`src/rtl/spi_iomem_bridge_pkg.sv`:
```
// spi_iomem_bridge_pkg: command codes, frame states and defaults shared by the SPI-to-iomem bridge
package spi_iomem_bridge_pkg;
    localparam logic [7:0]  CMD_WRITE       = 8'h02;
    localparam logic [7:0]  CMD_READ        = 8'h03;
    localparam logic [7:0]  CMD_STATUS      = 8'h05;
    localparam logic [31:0] ERR_PATTERN_DEF = 32'hDEAD_BEEF;
    typedef enum logic [3:0] {IDLE, CMD, ADDR, WDATA, BUS, DUMMY, RDATA, STAT, DRAIN} state_t;
endpackage

```
`src/rtl/spi_slave_shifter.sv`:
```
// spi_slave_shifter: synchronizes the SPI pins and shifts bytes in on SCK rise / out on SCK fall
// Ports: spi_sck/spi_csb/spi_mosi raw pins; tx_byte is the next byte to send; spi_miso data out;
//        csb is the synchronized chip select; byte_done pulses with rx_byte holding the full byte.
module spi_slave_shifter (
    input  logic       clk,
    input  logic       reset,
    input  logic       spi_sck,
    input  logic       spi_csb,
    input  logic       spi_mosi,
    input  logic [7:0] tx_byte,
    output logic       spi_miso,
    output logic       csb,
    output logic       byte_done,
    output logic [7:0] rx_byte
);
    logic [2:0] sck_q;
    logic [1:0] csb_q;
    logic [1:0] mosi_q;
    logic [6:0] rx_sr;
    logic [6:0] tx_sr;
    logic [2:0] bit_cnt;
    logic       started;
    logic       rise;
    logic       fall;

    assign csb       = csb_q[1];
    assign rise      = sck_q[1] & ~sck_q[2];
    assign fall      = ~sck_q[1] & sck_q[2];
    assign byte_done = rise & ~csb & (bit_cnt == 3'd7);
    assign rx_byte   = {rx_sr, mosi_q[1]};

    // A fall with bit_cnt wrapped to 0 ends a byte, so the next byte is loaded there.
    always_ff @(posedge clk) begin
        if (reset) begin
            sck_q    <= '0;
            csb_q    <= '1;
            mosi_q   <= '0;
            rx_sr    <= '0;
            tx_sr    <= '0;
            bit_cnt  <= '0;
            started  <= 1'b0;
            spi_miso <= 1'b0;
        end else begin
            sck_q  <= {sck_q[1:0], spi_sck};
            csb_q  <= {csb_q[0], spi_csb};
            mosi_q <= {mosi_q[0], spi_mosi};
            if (csb) begin
                bit_cnt  <= '0;
                started  <= 1'b0;
                tx_sr    <= '0;
                spi_miso <= 1'b0;
            end else if (rise) begin
                rx_sr   <= rx_byte[6:0];
                bit_cnt <= bit_cnt + 3'd1;
                started <= 1'b1;
            end else if (fall) begin
                {spi_miso, tx_sr} <= (bit_cnt == 3'd0 && started) ? tx_byte : {tx_sr, 1'b0};
            end
        end
    end
endmodule

```
`src/rtl/spi_iomem_bridge.sv`:
```
// spi_iomem_bridge: SPI-slave debug bridge issuing 32-bit iomem read/write cycles
// Ports: spi_* host pins (mode 0, async); iomem_* initiator bus; busy is high while a bus cycle is out.
module spi_iomem_bridge import spi_iomem_bridge_pkg::*; #(
    parameter int          TIMEOUT_CYCLES = 48,
    parameter logic [31:0] ERR_PATTERN    = ERR_PATTERN_DEF
) (
    input  logic        clk,
    input  logic        reset,
    input  logic        spi_sck,
    input  logic        spi_csb,
    input  logic        spi_mosi,
    output logic        spi_miso,
    output logic        spi_miso_oe,
    output logic        iomem_valid,
    input  logic        iomem_ready,
    output logic [3:0]  iomem_wstrb,
    output logic [31:0] iomem_addr,
    output logic [31:0] iomem_wdata,
    input  logic [31:0] iomem_rdata,
    output logic        busy
);
    localparam int TW = $clog2(TIMEOUT_CYCLES + 1);

    state_t        st, nx;
    logic          csb, bd, wr, pend, err, last, req, go, tmo;
    logic [7:0]    rx, tx;
    logic [1:0]    bcnt;
    logic [31:0]   a_sh, d_sh, a_nx, d_nx, rd_data;
    logic [TW-1:0] tcnt;

    spi_slave_shifter u_shift (
        .clk       (clk),
        .reset     (reset),
        .spi_sck   (spi_sck),
        .spi_csb   (spi_csb),
        .spi_mosi  (spi_mosi),
        .tx_byte   (tx),
        .spi_miso  (spi_miso),
        .csb       (csb),
        .byte_done (bd),
        .rx_byte   (rx)
    );

    assign spi_miso_oe = ~csb;
    assign busy        = iomem_valid;
    assign last        = bd & (bcnt == 2'd3);
    // Reads launch at the end of the address so data is back before the dummy byte ends.
    assign req  = last & (((st == ADDR) & ~wr) | (st == WDATA));
    assign go   = req | pend;
    assign tmo  = iomem_valid & ~iomem_ready & (tcnt == TW'(TIMEOUT_CYCLES - 1));
    assign a_nx = (bd && st == ADDR) ? {a_sh[23:0], rx} : a_sh;
    assign d_nx = (bd && st == WDATA) ? {d_sh[23:0], rx} : d_sh;
    assign tx   = (st == STAT) ? {6'b0, err, busy} : (st == RDATA) ? rd_data[{~bcnt, 3'b000} +: 8] : 8'h00;

    always_comb begin
        nx = st;
        if (csb) begin
            nx = IDLE;
        end else begin
            case (st)
                IDLE:    nx = CMD;
                CMD:     if (bd) nx = (rx == CMD_WRITE || rx == CMD_READ) ? ADDR : (rx == CMD_STATUS) ? STAT : DRAIN;
                ADDR:    if (last) nx = wr ? WDATA : DUMMY;
                WDATA:   if (last) nx = BUS;
                DUMMY:   if (bd) nx = RDATA;
                RDATA:   if (last) nx = DRAIN;
                STAT:    if (bd) nx = DRAIN;
                default: nx = st;
            endcase
        end
    end

    always_ff @(posedge clk) begin
        if (reset) begin
            st   <= IDLE;
            bcnt <= '0;
            wr   <= 1'b0;
            a_sh <= '0;
            d_sh <= '0;
        end else begin
            st   <= nx;
            bcnt <= (nx != st) ? 2'd0 : bcnt + {1'b0, bd};
            a_sh <= a_nx;
            d_sh <= d_nx;
            if (bd && st == CMD) wr <= (rx == CMD_WRITE);
        end
    end

    // A request arriving while a cycle is out is held in pend; valid is never withdrawn early.
    always_ff @(posedge clk) begin
        if (reset) begin
            iomem_valid <= 1'b0;
            iomem_wstrb <= '0;
            iomem_addr  <= '0;
            iomem_wdata <= '0;
            rd_data     <= '0;
            tcnt        <= '0;
            pend        <= 1'b0;
            err         <= 1'b0;
        end else begin
            pend <= go & iomem_valid;
            err  <= tmo | (err & ~(bd && st == STAT));
            if (iomem_valid) begin
                tcnt <= tcnt + TW'(1);
                if (iomem_ready | tmo) begin
                    iomem_valid <= 1'b0;
                    rd_data     <= iomem_ready ? iomem_rdata : ERR_PATTERN;
                end
            end else if (go) begin
                iomem_valid <= 1'b1;
                iomem_addr  <= a_nx;
                iomem_wdata <= d_nx;
                iomem_wstrb <= wr ? 4'hF : 4'h0;
                tcnt        <= '0;
            end
        end
    end
endmodule

```
`config.mk`:
```
export PLATFORM = sky130hd
export DESIGN_NAME = spi_iomem_bridge
export DESIGN_NICKNAME = d
export VERILOG_FILES = /design/src/rtl/spi_iomem_bridge_pkg.sv /design/src/rtl/spi_slave_shifter.sv /design/src/rtl/spi_iomem_bridge.sv
export SDC_FILE = /design/constraint.sdc
export NUM_CORES = 1
export LEC_CHECK = 0
export BUFFER_PORTS_ARGS = -buffer_cell sky130_fd_sc_hd__buf_4
export CORE_UTILIZATION = 40
export DETAILED_ROUTE_END_ITERATION = 6
export PLACE_DENSITY = 0.61
export SKIP_CTS_REPAIR_TIMING = 1
export SYNTH_ARGS = -nofsm -noshare
export SYNTH_HDL_FRONTEND = slang
export SYNTH_SLANG_ARGS = --single-unit
```
`constraint.sdc`:
```
create_clock -name clk -period 5.6 [get_ports clk]
set_clock_uncertainty 0.1 [all_clocks]
set_input_delay 1.12 -clock clk [delete_from_list [all_inputs] [get_ports clk]]
set_output_delay 1.12 -clock clk [all_outputs]
set_load 0.005 [all_outputs]
```
* Yosys cells after proc, flatten, opt, wreduce, memory -nomap -nowiden
Index checks and enable logic that the tools add are counted.
Cells by class: $add $sub $neg 3, equal/unequal tests 13, shift operators 1, muxes and demuxes 23, bitwise gates (word level) 24, reduce and logical (&&, ||, !) cells 15
Operator list (number):
- 32-bit 2-to-1 mux | 3
- 4-bit 2-to-1 mux | 10
- 32-bit by 6-bit indexed part select with 8-bit output | 1
- 4-bit case mux with 7 select lines | 1
- 8-bit 2-to-1 mux | 3
- 8-bit by 2-bit == test with 1-bit output, second input constant | 2
- 4-bit by 3-bit == test with 1-bit output, second input constant | 3
- 6-bit 2-to-1 mux | 2
- 1-bit AND | 11
- 4-bit by 2-bit == test with 1-bit output, second input constant | 2
- 8-bit by 3-bit == test with 1-bit output, second input constant | 1
- 1-bit NOT | 8
- 2-bit AND reduction | 4
- 6-bit by 1-bit adder with 6-bit output, second input constant | 1
- 6-bit == test, second input constant | 1
- 1-bit logical AND | 5
- 4-bit by 1-bit == test with 1-bit output, second input constant | 1
- 4-bit logical NOT | 1
- 4-bit != test | 1
- 1-bit OR | 4
- 2-bit OR reduction | 2
- 3-bit by 1-bit adder with 3-bit output, second input constant | 1
- 3-bit == test, second input constant | 1
- 3-bit logical NOT | 1
- other kinds (7) | 9
Storage, ports and cells: register bits 206, bits of input ports 38, output and inout port bits 72, word-level logic and storage cells 100

* Logic depth before layout (Yosys ltp)
Gate-level depths: netlist of run 1.
word-level depth 10, gate-level depth with buffers 11, mapped depth without buffers 8

* Modules after synthesis
From an unflattened synthesis of run 1, not the netlist that was laid out.
Second synthesis, totals: cells, all modules 825, area, all modules 7578.5 sq um
Modules (own cells, without submodules):
- spi_iomem_bridge | instances 1, cells an instance 721, area each 6583.8 sq um, sequential area each 3543.4 sq um
- spi_slave_shifter | instances 1, cells an instance 104, area each 994.7 sq um, sequential area each 520.5 sq um

* Worst setup path after synthesis of run 1
No wires, ideal clock.
path kind input -> register, from input port reset, to register rd_data[14], library setup time 0.128 ns, arrival 2.226 ns, data required time 5.372 ns, setup slack 3.147 ns, cell stages on the path 5, path buffers 4, path through clkbuf_1 -> clkbuf_1 -> clkbuf_1 -> clkbuf_1 -> nor2_1
RTL lines:
- start, declared | line spi_iomem_bridge.sv:8 | input logic reset,
- end signal, assigned | line spi_iomem_bridge.sv:107 | rd_data <= iomem_ready ? iomem_rdata : ERR_PATTERN;
- end, declared | line spi_iomem_bridge.sv:28 | logic [31:0] a_sh, d_sh, a_nx, d_nx, rd_data;
No word-level cell between the ends.

* Worst setup path in the final report of run 1
from register u_shift.bit_cnt[1], to register iomem_addr[17]
On the way: longest elaborated chain between the ends 6, elaborated cells on any way between the ends 8, classes of those cells 1 x eq/ne; 1 x mux; 4 x bitwise; 2 x reduce/logical
Ends and longest elaborated chain:
- start, declared | line spi_slave_shifter.sv:21 | logic [2:0] bit_cnt;
- start signal, assigned | line spi_slave_shifter.sv:54 | bit_cnt <= bit_cnt + 3'd1;
- 3-bit == test (*) | line spi_slave_shifter.sv:29 | assign byte_done = rise & ~csb & (bit_cnt == 3'd7);
- 1-bit AND (*) | line spi_slave_shifter.sv:29
- 1-bit AND | line spi_iomem_bridge.sv:46 | assign last = bd & (bcnt == 2'd3);
- 1-bit AND | line spi_iomem_bridge.sv:48 | assign req = last & (((st == ADDR) & ~wr) | (st == WDATA));
- 1-bit OR | line spi_iomem_bridge.sv:49 | assign go = req | pend;
- 2-bit AND reduction (no source line)
- end signal, assigned | line spi_iomem_bridge.sv:111 | iomem_addr <= a_nx;
- end, declared | line spi_iomem_bridge.sv:17 | output logic [31:0] iomem_addr,
Mark *: on every way between the ends. The rest lies on a longest branch, timed or not. A chain may end at the register's enable or synchronous reset.

==> results of run 1 <==
==> stage by stage <==
step	total power [uW]	hold slack (ns)	util, %	instances	setup slack (ns)
global route	3227	0.3588	50.33	1131	2.094
floorplan	1514	0.2895	-	812	3.147
CTS	3165	0.3455	50.33	1131	2.437
global placement	1541	0.3199	45.74	1091	2.486
finish	3128	0.3323	50.33	1131	2.477
detailed placement	1541	0.3183	45.74	1091	2.416
==> routing by layer <==
| metal | share of wire, % | track usage (%) |
|---|---|---|
| met5 | 0 | 0 |
| met4 | 1.4 | 5.146 |
| met3 | 5.1 | 3.131 |
| met2 | 44 | 27.00 |
| met1 | 49 | 24.69 |
==> placed cells by master (no fill, tap or decap), types with 3 or more instances in the layout <==
cell       instances
or4_1              3
inv_1              8
nor3_1            33
and2_1             3
nor2_1            83
mux2i_1            6
clkbuf_1           3
buf_4            115
a22oi_1           14
nand4_1            3
a211oi_1           9
nor2b_1            7
clkbuf_16         23
o21ai_0           15
dfxtp_1          203
nand3_1            4
bufinv_16          5
a21oi_1           90
clkinv_2           3
or2_2              5
o22a_1            64
clkbuf_8           6
nand2_1          148
ha_1               5
mux4_2             8
o211ai_1           4
==> cell families after synthesis <==
kind of cell	after synthesis	synth area share [%]
simple gates	302	17.33
compound gates	211	19.04
flops	203	53.93
buf+inv	75	5.446
mux	14	3.188
fa+ha+maj	5	0.8302
xor+xnor	2	0.2325
==> flip-flops by register name (all words and copies together) (netlist names), 6 cells and up <==
register and cells:
u_shift.tx_sr 7, d_sh 32, a_sh 32, tcnt 6, rd_data 32, iomem_addr 32, iomem_wdata 32, u_shift.rx_sr 7
==> final cells by class <==
cell class,instances,area share [%]
Timing Repair Buffer,115,9.421
Tap cell,229,3.127
Multi-Input combinational cell,534,33.59
Sequential cell,203,44.35
Clock inverter,8,1.802
Clock buffer,32,7.305
Inverter,10,0.4096
==> worst max path at each step <==
stage	from	to	slack (ns)	depth (start not counted)
2_1_floorplan	reset	rd_data[14]$_SDFFE_PP0P_	3.15	5
3_3_place_gp	iomem_ready	rd_data[11]$_SDFFE_PP0P_	2.49	5
3_5_place_dp	iomem_ready	rd_data[26]$_SDFFE_PP0P_	2.42	5
4_1_cts	u_shift.bit_cnt[1]$_SDFFE_PP0N_	iomem_wdata[20]$_SDFFE_PP0P_	2.44	7
5_1_grt	u_shift.bit_cnt[1]$_SDFFE_PP0N_	iomem_addr[1]$_SDFFE_PP0P_	2.09	8
6_report	u_shift.bit_cnt[1]$_SDFFE_PP0N_	iomem_addr[17]$_SDFFE_PP0P_	2.48	7
==> power groups by stage <==
| stage | combinational [uW] | clock, uW | sequential, uW |
|---|---|---|---|
| after detailed placement | 59.3 | 0 | 1480 |
| after global routing | 64.2 | 1710 | 1450 |
| after CTS | 59.4 | 1660 | 1450 |
| final | 58.6 | 1620 | 1450 |
| after global placement | 59.3 | 0 | 1480 |
| after floorplan | 34.3 | 0 | 1480 |
==> out/summary.txt, run 1 <==
Layout fillers: 1718
Reg area: 4064 um^2
Multi-input gate area: 3078 um^2
# DRC: 5
Starting Density: 41.39%
Crit path max-delay family: simple AND/OR/NAND/NOR gates
# Max-Cap Violations: 0
Flop-to-flop setup slack: 2.48 ns
First-pass GRT wire length: 28.04 mm
CORE AREA: 18210 um^2
Leakage: 0.003807 uW
Die area: 19390 um^2
Failing checks: design-rule violations
Num rows: 49
HPWL Detailed: 10.78 mm
Netlist Area Pre-Place: 7536 um^2
Sw Share: 19.15%
Top post-synthesis cells by area: dfxtp_1 (54%), o22a_1 (7.4%), nand2_1 (7.4%), a21oi_1 (6.0%), nor2_1 (4.1%)
Ys flop type: dfxtp_1
Top cells by count, synth: dfxtp_1 (203), nand2_1 (148), a21oi_1 (90), nor2_1 (83), o22a_1 (64)
Drt first pass iters: 7
Worst path slowest cell: nor2_8
Clock latency on the worst-skew pair: 0.50 ns
Worst path bufs/invs: 0
Via count: 5886
Cts bufs inserted: 22
Routed len/inst: 14.94 um
DP Area: 8329 um^2
Slowest stage delay, CP: 0.73 ns
Number of global-route vias before repair: 5666
Status: finished, violations left
Root Driver: clkbuf_16
Die X-Extent: 139.3 um
Max IR drop VDD: 0.0001627 V
Flop pwr share: 46.4%
Hold path depth: 1
Pint: 2529 uW
Worst-path maximum fanout: 64
Mean post-synth cell area: 9.281 um^2
Post-synth EDFFs: 0
Worst-margin pin slew: 1.112 ns
#FFs+latches synth: 203
Min Tclk post-route: 3.123 ns
Synth top area share: 53.93%
R2R cell count: 7
Achievable frequency: 320.2 MHz
Worst hold start: u_shift.csb_q[0]$_SDFF_PP1_
Register area share after synthesis: 53.93%
Htree depth: 1
Diodes inserted: 0
Setup-failing EPs final: 0
Synthesized instance count: 812
Syn Nets: 855
Critical path, cell by cell: ha_1 > ha_1 > nand4bb_1 > a2111oi_4 > a21oi_2 > nor2_8 > o22a_1
Arr. time, crit path: 3.46 ns
Fin crit share: 55.76%
Initial DRC count: 323
Top-count cell post-synth: dfxtp_1
Clk slew on worst S/H paths: 0.06 ns
Yosys top cell by area: dfxtp_1
Synth unique cells: 51
Total grt overflow: 0
Worst Hold Class: reg2reg
RR Startpoint: u_shift.bit_cnt[1]$_SDFFE_PP0N_
Setup TNS: 0 ns
Synth async-reset ratio: 0%
Largest net degree at the start of global routing: 65
Setup crit end kind: register
Final wirelength: 16.90 mm
Vias per cell: 5.204
Crit path required time: 5.93 ns
Startpoint types: register
Critical Path Most Common Cell: ha_1
CTS tree: done
Switching power: 599.1 uW
Syn-to-layout area delta: 21.60%
Die Ht: 139.3 um
Share of layout cells above drive strength 1: 19.07%
Clock Path Buffers: 3
Clock power frac: 51.8%
Initial antenna violation count: 0
R2r endpoint: iomem_addr[17]$_SDFFE_PP0P_
Worst Hold Path EP: u_shift.csb_q[1]$_SDFF_PP1_
Antenna Nets Post-Route: 0
Cell area power density: 341.3 nW/um^2
Max_slew headroom: 25.84%
Final Net Count: 929
Ys Warns: 0
Final Hold Vio Count: 0
RSZ-0062 raised after global routing: no
Design area: 9164 um^2
Final GP Congestion: 0.8275
I/O Buffers: 109
Final Slew Violations: 0
I/O pin cnt: 110
Tot GR Track Use: 17.43%
Clock sink count: 203
Logic pwr share: 1.9%
Type of the worst setup path: reg2reg
No activity file was read; power rests on OpenSTA's default activity.
==> run 2, diff against run 1 <==
Settings changed: ABC_AREA from default to 1, PLACE_DENSITY 0.61 to 0.63.
Clock period 5.6 ns to 2.8 ns, I/O delays scaled along.
==> run 2 against run 1 <==
The run now ends clean. Cell area rose by 10%. Die area rose by 10%. Area after synthesis rose by 11%. Largest power group unchanged. First-iteration DRC count rose by 28%. Setup slack got worse by 2.1 ns. Hold slack got worse by 0.18 ns. Sequential power rose by 100%. Wire length rose by 8.9%.
==> out/summary.txt, run 2 <==
Yosys top cell by area: dfxtp_1 (unchanged)
Flop-to-flop setup slack: 0.41 ns (was 2.48 ns)
Crit path required time: 3.12 ns (was 5.93 ns)
Leakage: 0.004053 uW (was 0.003807 uW)
Die X-Extent: 146.3 um (was 139.3 um)
Cts bufs inserted: 22 (unchanged)
Ys Warns: 0 (unchanged)
Status: completed (was finished, violations left)
#FFs+latches synth: 203 (unchanged)
Synth unique cells: 40 (was 51)
Vias per cell: 4.821 (was 5.204)
Clock latency on the worst-skew pair: 0.50 ns (about the same)
Initial antenna violation count: 0 (unchanged)
CTS tree: done (unchanged)
Synth async-reset ratio: 0% (unchanged)
Ys flop type: dfxtp_1 (unchanged)
Max_slew headroom: 58.46% (was 25.84%)
Final wirelength: 18.39 mm (was 16.90 mm)
# DRC: 0 (was 5)
Commonest non-fill, non-tap cell in the layout: dfxtp_1 (unchanged)
Multi-input gate area: 3358 um^2 (was 3078 um^2)
Largest net degree at the start of global routing: 68 (was 65)
Final Slew Violations: 0 (unchanged)
Initial DRC count: 415 (was 323)
Num rows: 52 (was 49)
Setup-failing EPs final: 0 (unchanged)
Worst-path maximum fanout: 17 (was 64)
Layout fillers: 1977 (was 1718)
Setup crit end kind: register (unchanged)
Via count: 6706 (was 5886)
Routed len/inst: 13.22 um (was 14.94 um)
Htree depth: 1 (unchanged)
Register area share after synthesis: 48.80% (was 53.93%)
Reg area: 4064 um^2 (unchanged)
Setup WS pre-CTS: 0.4798 ns (was 2.416 ns)
Tot GR Track Use: 16.84% (was 17.43%)
Slowest stage delay, CP: 0.42 ns (was 0.73 ns)
Clk slew on worst S/H paths: 0.06 ns (about the same)
Starting Density: 41.03% (was 41.39%)
Clock sink count: 203 (unchanged)
HPWL Detailed: 12.40 mm (was 10.78 mm)
Type of the worst setup path: reg2reg (unchanged)
Cell area power density: 598.6 nW/um^2 (was 341.3 nW/um^2)
Critical path, cell by cell: ha_1 > ha_1 > nand3_4 > inv_2 > nand2_1 > inv_2 > o21ai_0 > inv_1 > a211oi_2 (was ha_1 > ha_1 > nand4bb_1 > a2111oi_4 > a21oi_2 > nor2_8 > o22a_1)
Worst path slowest cell: nand2_1 (was nor2_8)
Commonest cells after routing, fill and taps aside: dfxtp_1 (203), nor2_1 (174), inv_1 (138) (was dfxtp_1 (203), nand2_1 (148), buf_4 (115))
RSZ-0062 raised after global routing: no (unchanged)
Syn Nets: 1062 (was 855)
Netlist Area Pre-Place: 8328 um^2 (was 7536 um^2)
I/O Buffers: 109 (unchanged)
I/O pin cnt: 110 (unchanged)
Post-synth EDFFs: 0 (unchanged)
Antenna Nets Post-Route: 0 (unchanged)
Final Hold Vio Count: 0 (unchanged)
Diodes inserted: 0 (unchanged)
Die Ht: 146.3 um (was 139.3 um)
RR Startpoint: u_shift.bit_cnt[0]$_SDFFE_PP0N_ (was u_shift.bit_cnt[1]$_SDFFE_PP0N_)
Max IR drop VDD: 0.0004088 V (was 0.0001627 V)
Worst Hold Class: in2reg (was reg2reg)
Min Tclk post-route: 2.394 ns (was 3.123 ns)
Mean post-synth cell area: 8.173 um^2 (was 9.281 um^2)
Clock Path Buffers: 3 (unchanged)
Achievable frequency: 417.7 MHz (was 320.2 MHz)
# Max-Cap Violations: 0 (unchanged)
Arr. time, crit path: 2.71 ns (was 3.46 ns)
Total grt overflow: 0 (unchanged)
Root Driver: clkbuf_16 (unchanged)
Final Net Count: 1148 (was 929)
Startpoint types: register (unchanged)
CORE AREA: 20300 um^2 (was 18210 um^2)
Drt first pass iters: 4 (was 7)
Synth top area share: 48.80% (was 53.93%)
Syn-to-layout area delta: 21.26% (was 21.60%)
Worst-margin pin slew: 0.6208 ns (was 1.112 ns)
Fin crit share: 85.51% (was 55.76%)
Synthesized instance count: 1019 (was 812)
Critical Path Start: u_shift.bit_cnt[0]$_SDFFE_PP0N_ (was u_shift.bit_cnt[1]$_SDFFE_PP0N_)
R2R cell count: 9 (was 7)
Top-count cell post-synth: dfxtp_1 (unchanged)
First-pass GRT wire length: 29.88 mm (was 28.04 mm)
Top post-synthesis cells by area: dfxtp_1 (49%), a211oi_2 (9.0%), nor2_1 (7.8%), inv_1 (6.2%), nand2_1 (6.1%) (was dfxtp_1 (54%), o22a_1 (7.4%), nand2_1 (7.4%), a21oi_1 (6.0%), nor2_1 (4.1%))
Number of global-route vias before repair: 5984 (was 5666)
R2r endpoint: iomem_wdata[21]$_SDFFE_PP0P_ (was iomem_addr[17]$_SDFFE_PP0P_)
Final worst slack: 0.4057 ns (was 2.477 ns)
Setup TNS: 0 ns (unchanged)
Final GP Congestion: 0.8447 (was 0.8275)
Top cells by count, synth: dfxtp_1 (203), nor2_1 (174), inv_1 (138), nand2_1 (135), o21ai_0 (89) (was dfxtp_1 (203), nand2_1 (148), a21oi_1 (90), nor2_1 (83), o22a_1 (64))
Share of layout cells above drive strength 1: 21.94% (was 19.07%)
CP Capture Point: iomem_wdata[21]$_SDFFE_PP0P_ (was iomem_addr[17]$_SDFFE_PP0P_)
Die area: 21400 um^2 (was 19390 um^2)
[run 2: cell count changes in the layout (fill, tap and decap cells not counted), sizes merged, moves of 11 or more]
cell    change
a22oi      -14
nand2      -11
inv       +138
o22a       -64
o221ai     +23
a21oi      -65
o21ai      +97
nor3       -29
nor2       +95
a211oi     +56
nand3      +18
[run 2: worst min-delay path by stage]
stage                            startpoint                           end  slack [ns]  depth (start not counted)
2_1_floorplan  u_shift.mosi_q[0]$_SDFF_PP0_  u_shift.mosi_q[1]$_SDFF_PP0_        0.29                          2
3_3_place_gp    u_shift.sck_q[0]$_SDFF_PP0_   u_shift.sck_q[1]$_SDFF_PP0_        0.30                          2
3_5_place_dp   u_shift.mosi_q[0]$_SDFF_PP0_  u_shift.mosi_q[1]$_SDFF_PP0_        0.30                          2
4_1_cts                             spi_csb   u_shift.csb_q[0]$_SDFF_PP1_        0.14                          2
5_1_grt                             spi_csb   u_shift.csb_q[0]$_SDFF_PP1_        0.15                          2
6_report                            spi_csb   u_shift.csb_q[0]$_SDFF_PP1_        0.15                          2
[run 2: logic make-up after synthesis]
family,count (synthesis),synth area share [%]
XOR/XNOR,2,0.2104
adder cells (fa/ha/maj),5,0.7512
AO/OA/AOI/OAI,245,21.86
buffers and inverters,212,10.88
AND/OR/NAND/NOR,350,17.26
multiplexers,2,0.2404
flip-flops,203,48.80
[run 2: layout make-up]
cell class | instances | share of cell area, %
sequential | 203 | 40.24
timing repair buffer | 125 | 9.949
inverter | 149 | 5.563
clock inverter | 8 | 0.9169
tap | 270 | 3.345
clock buffer | 32 | 6.728
multi-input combinational | 604 | 33.25
[run 2: through the flow]
stage	utilization, %	power [uW]	hold slack [ns]	instance area, um^2	instances
floorplan	-	3033	0.2883	8328	1019
global placement	45.94	3099	0.2990	9326	1351
detailed placement	45.94	3100	0.3009	9326	1351
CTS	49.75	6114	0.1359	10100	1391
global route	49.75	6249	0.1508	10100	1391
finish	49.75	6045	0.1475	10100	1391
[run 2: report_power, final]
group	switching [uW]	internal [uW]	total [uW]
clock	1150	1860	3010
combinational	83.4	51.3	135
sequential	4.94	2890	2900
[run 2: layer usage]
metal	vias up	part of all wire (%)	GRT usage (%)
li1	3488	-	-
met1	3067	49	23.91
met2	131	45	26.29
met3	20	4.4	2.594
met4	0	1.4	5.000
met5	-	0	0
[run 2: critical path, delay by kind of cell (launching register included)]
| family | cells | cell delay (ns) |
|---|---|---|
| compound gates | 2 | 0.45 |
| simple gates | 2 | 0.57 |
| fa+ha+maj | 2 | 0.45 |
| flops | 1 | 0.32 |
| buf+inv | 3 | 0.42 |
==> run 3, diff against run 2 <==
Settings changed: CORE_MARGIN from default to 2, CORE_UTILIZATION 40 to 52, PLACE_DENSITY 0.63 to 0.78.
==> run 3 against run 2 <==
Global-route usage grew 4.0 points. Clock power shrank 7.3%. Sequential share of layout area increased by 0.93 points. Clock-buffer cell count shrank 6. Die area fell by 20%. Critical path depth is 2 higher. Final cell count shrank 4.5%. Cell area fell by 2.3%.
==> out/summary.txt, run 3 (synthesized netlist as in run 2, its figures left out) <==
Status: completed (unchanged)
Antenna Nets Post-Route: 0 (unchanged)
Clock latency on the worst-skew pair: 0.50 ns (about the same)
Worst-path maximum fanout: 43 (was 17)
CORE AREA: 15770 um^2 (was 20300 um^2)
Vias per cell: 5.162 (was 4.821)
Starting Density: 52.81% (was 41.03%)
R2r endpoint: iomem_wdata[16]$_SDFFE_PP0P_ (was iomem_wdata[21]$_SDFFE_PP0P_)
Tot GR Track Use: 20.81% (was 16.84%)
Num rows: 46 (was 52)
Diodes inserted: 0 (unchanged)
Max IR drop VDD: 0.0004543 V (was 0.0004088 V)
Htree depth: 1 (unchanged)
Number of global-route vias before repair: 6010 (was 5984)
Worst hold start: spi_csb (unchanged)
HPWL Detailed: 11.59 mm (was 12.40 mm)
Die Ht: 130.6 um (was 146.3 um)
Power, Total: 5822 uW (was 6045 uW)
Clock sink count: 203 (unchanged)
Max_slew headroom: 23.72% (was 58.46%)
Die area: 17040 um^2 (was 21400 um^2)
Fin crit share: 82.67% (was 85.51%)
Die X-Extent: 130.6 um (was 146.3 um)
I/O Buffers: 109 (unchanged)
Clock Path Buffers: 3 (unchanged)
Root Driver: clkbuf_16 (unchanged)
Flop-to-flop setup slack: 0.49 ns (was 0.41 ns)
Cts bufs inserted: 21 (was 22)
Total grt overflow: 0 (unchanged)
Leakage: 0.003968 uW (was 0.004053 uW)
Final wirelength: 17.97 mm (was 18.39 mm)
Worst Hold Class: in2reg (unchanged)
Initial DRC count: 525 (was 415)
Hold path depth: 2 (unchanged)
Via count: 6855 (was 6706)
Routed len/inst: 13.53 um (was 13.22 um)
Worst Hold Path EP: u_shift.csb_q[0]$_SDFF_PP1_ (unchanged)
Achievable frequency: 432.0 MHz (was 417.7 MHz)
First-pass GRT wire length: 29.34 mm (was 29.88 mm)
CTS tree: done (unchanged)
Setup WS pre-CTS: 0.4817 ns (was 0.4798 ns)
Arr. time, crit path: 2.62 ns (was 2.71 ns)
Cell area power density: 589.8 nW/um^2 (was 598.6 nW/um^2)
Setup-failing EPs final: 0 (unchanged)
Setup TNS: 0 ns (unchanged)
Min Tclk post-route: 2.315 ns (was 2.394 ns)
R2R cell count: 11 (was 9)
Startpoint types: register (unchanged)
Commonest non-fill, non-tap cell in the layout: dfxtp_1 (unchanged)
Largest net degree at the start of global routing: 129 (was 68)
Crit path required time: 3.11 ns (was 3.12 ns)
Logic pwr share: 2.2% (about the same)
RR Startpoint: u_shift.bit_cnt[0]$_SDFFE_PP0N_ (unchanged)
# DRC: 0 (unchanged)
Pint: 4594 uW (was 4811 uW)
Final Net Count: 1141 (was 1148)
Sw Share: 21.10% (was 20.43%)
Drt first pass iters: 5 (was 4)
Clk slew on worst S/H paths: 0.06 ns (about the same)
Switching power: 1228 uW (was 1235 uW)
Final worst slack: 0.4853 ns (was 0.4057 ns)
Final GP Congestion: 0.8619 (was 0.8447)
Type of the worst setup path: reg2reg (unchanged)
Flop pwr share: 49.8% (was 48.0%)
RSZ-0062 raised after global routing: no (unchanged)
Final Hold Vio Count: 0 (unchanged)
Initial antenna violation count: 0 (unchanged)
Clock power frac: 48.0% (was 49.8%)
Final Slew Violations: 0 (unchanged)
Share of layout cells above drive strength 1: 21.31% (was 21.94%)
# Max-Cap Violations: 0 (unchanged)
Setup crit end kind: register (unchanged)
Worst-margin pin slew: 1.143 ns (was 0.6208 ns)
Syn-to-layout area delta: 18.52% (was 21.26%)
I/O pin cnt: 110 (unchanged)
Commonest cells after routing, fill and taps aside: dfxtp_1 (203), nor2_1 (174), inv_1 (138) (unchanged)
run 3: changes by cell type in the layout (fill, tap and decap cells not counted):
cell        change
clkinvlp_4      +1
buf_12          -3
buf_4           -3
inv_6           +1
clkbuf_16       -2
inv_8           +1
clkbuf_8        -4
run 3: how the worst max path moves through the flow:
stage	from	to	slack (ns)
6_report	u_shift.bit_cnt[0]$_SDFFE_PP0N_	iomem_wdata[16]$_SDFFE_PP0P_	0.49
5_1_grt	u_shift.bit_cnt[1]$_SDFFE_PP0N_	iomem_wdata[18]$_SDFFE_PP0P_	0.32
4_1_cts	u_shift.bit_cnt[0]$_SDFFE_PP0N_	iomem_wdata[17]$_SDFFE_PP0P_	0.48
3_5_place_dp	u_shift.bit_cnt[0]$_SDFFE_PP0N_	iomem_wdata[17]$_SDFFE_PP0P_	0.48
3_3_place_gp	u_shift.bit_cnt[0]$_SDFFE_PP0N_	iomem_wdata[18]$_SDFFE_PP0P_	0.63
2_1_floorplan	u_shift.bit_cnt[0]$_SDFFE_PP0N_	iomem_wdata[30]$_SDFFE_PP0P_	0.92
run 3: routing by layer:
| metal | GRT usage [%] | vias to the layer above | wire length [um] |
|---|---|---|---|
| met4 | 5.695 | 0 | 387 |
| met2 | 32.02 | 173 | 8082 |
| li1 | - | 3470 | - |
| met1 | 30.69 | 3186 | 8576 |
| met5 | 0 | - | 0 |
| met3 | 3.013 | 26 | 927 |
run 3: worst max-delay path: stages, from the launching register on:
cell      delay (ns)
dfxtp_1         0.34
ha_1            0.16
ha_1            0.21
nand3_4         0.13
nor2_2          0.18
o21ai_1         0.10
nand2_2         0.10
nand2_2         0.11
inv_4           0.08
buf_4           0.42
nor2_1          0.10
a211oi_2        0.17
run 3: cell type report:
| cell class | count | area (um^2) |
|---|---|---|
| fill | 1384 | 5899 |
| sequential | 203 | 4064 |
| multi-input combinational | 604 | 3358 |
| timing repair buffer | 119 | 922.1 |
| clock buffer | 26 | 574.3 |
| inverter | 149 | 561.8 |
| tap | 216 | 270.3 |
| clock inverter | 11 | 120.1 |
run 3: stage by stage:
stage          hold slack (ns)  instance area [um^2]  utilization (%)  std cells
6_report                0.1656                  9871            62.59       1328
5_1_grt                 0.1633                  9871            62.59       1328
4_1_cts                 0.1501                  9871            62.59       1328
3_5_place_dp            0.2964                  9176            58.19       1291
3_3_place_gp            0.2926                  9176            58.19       1291
2_1_floorplan           0.2883                  8328                -       1019
run 3: power groups by stage:
stage          Sequential [uW]  Clock [uW]  Combinational [uW]
4_1_cts                   2900        2840                 130
6_report                  2900        2790                 130
5_1_grt                   2900        2980                 141
2_1_floorplan             2960           0                70.6
3_5_place_dp              2960           0                 130
3_3_place_gp              2960           0                 131
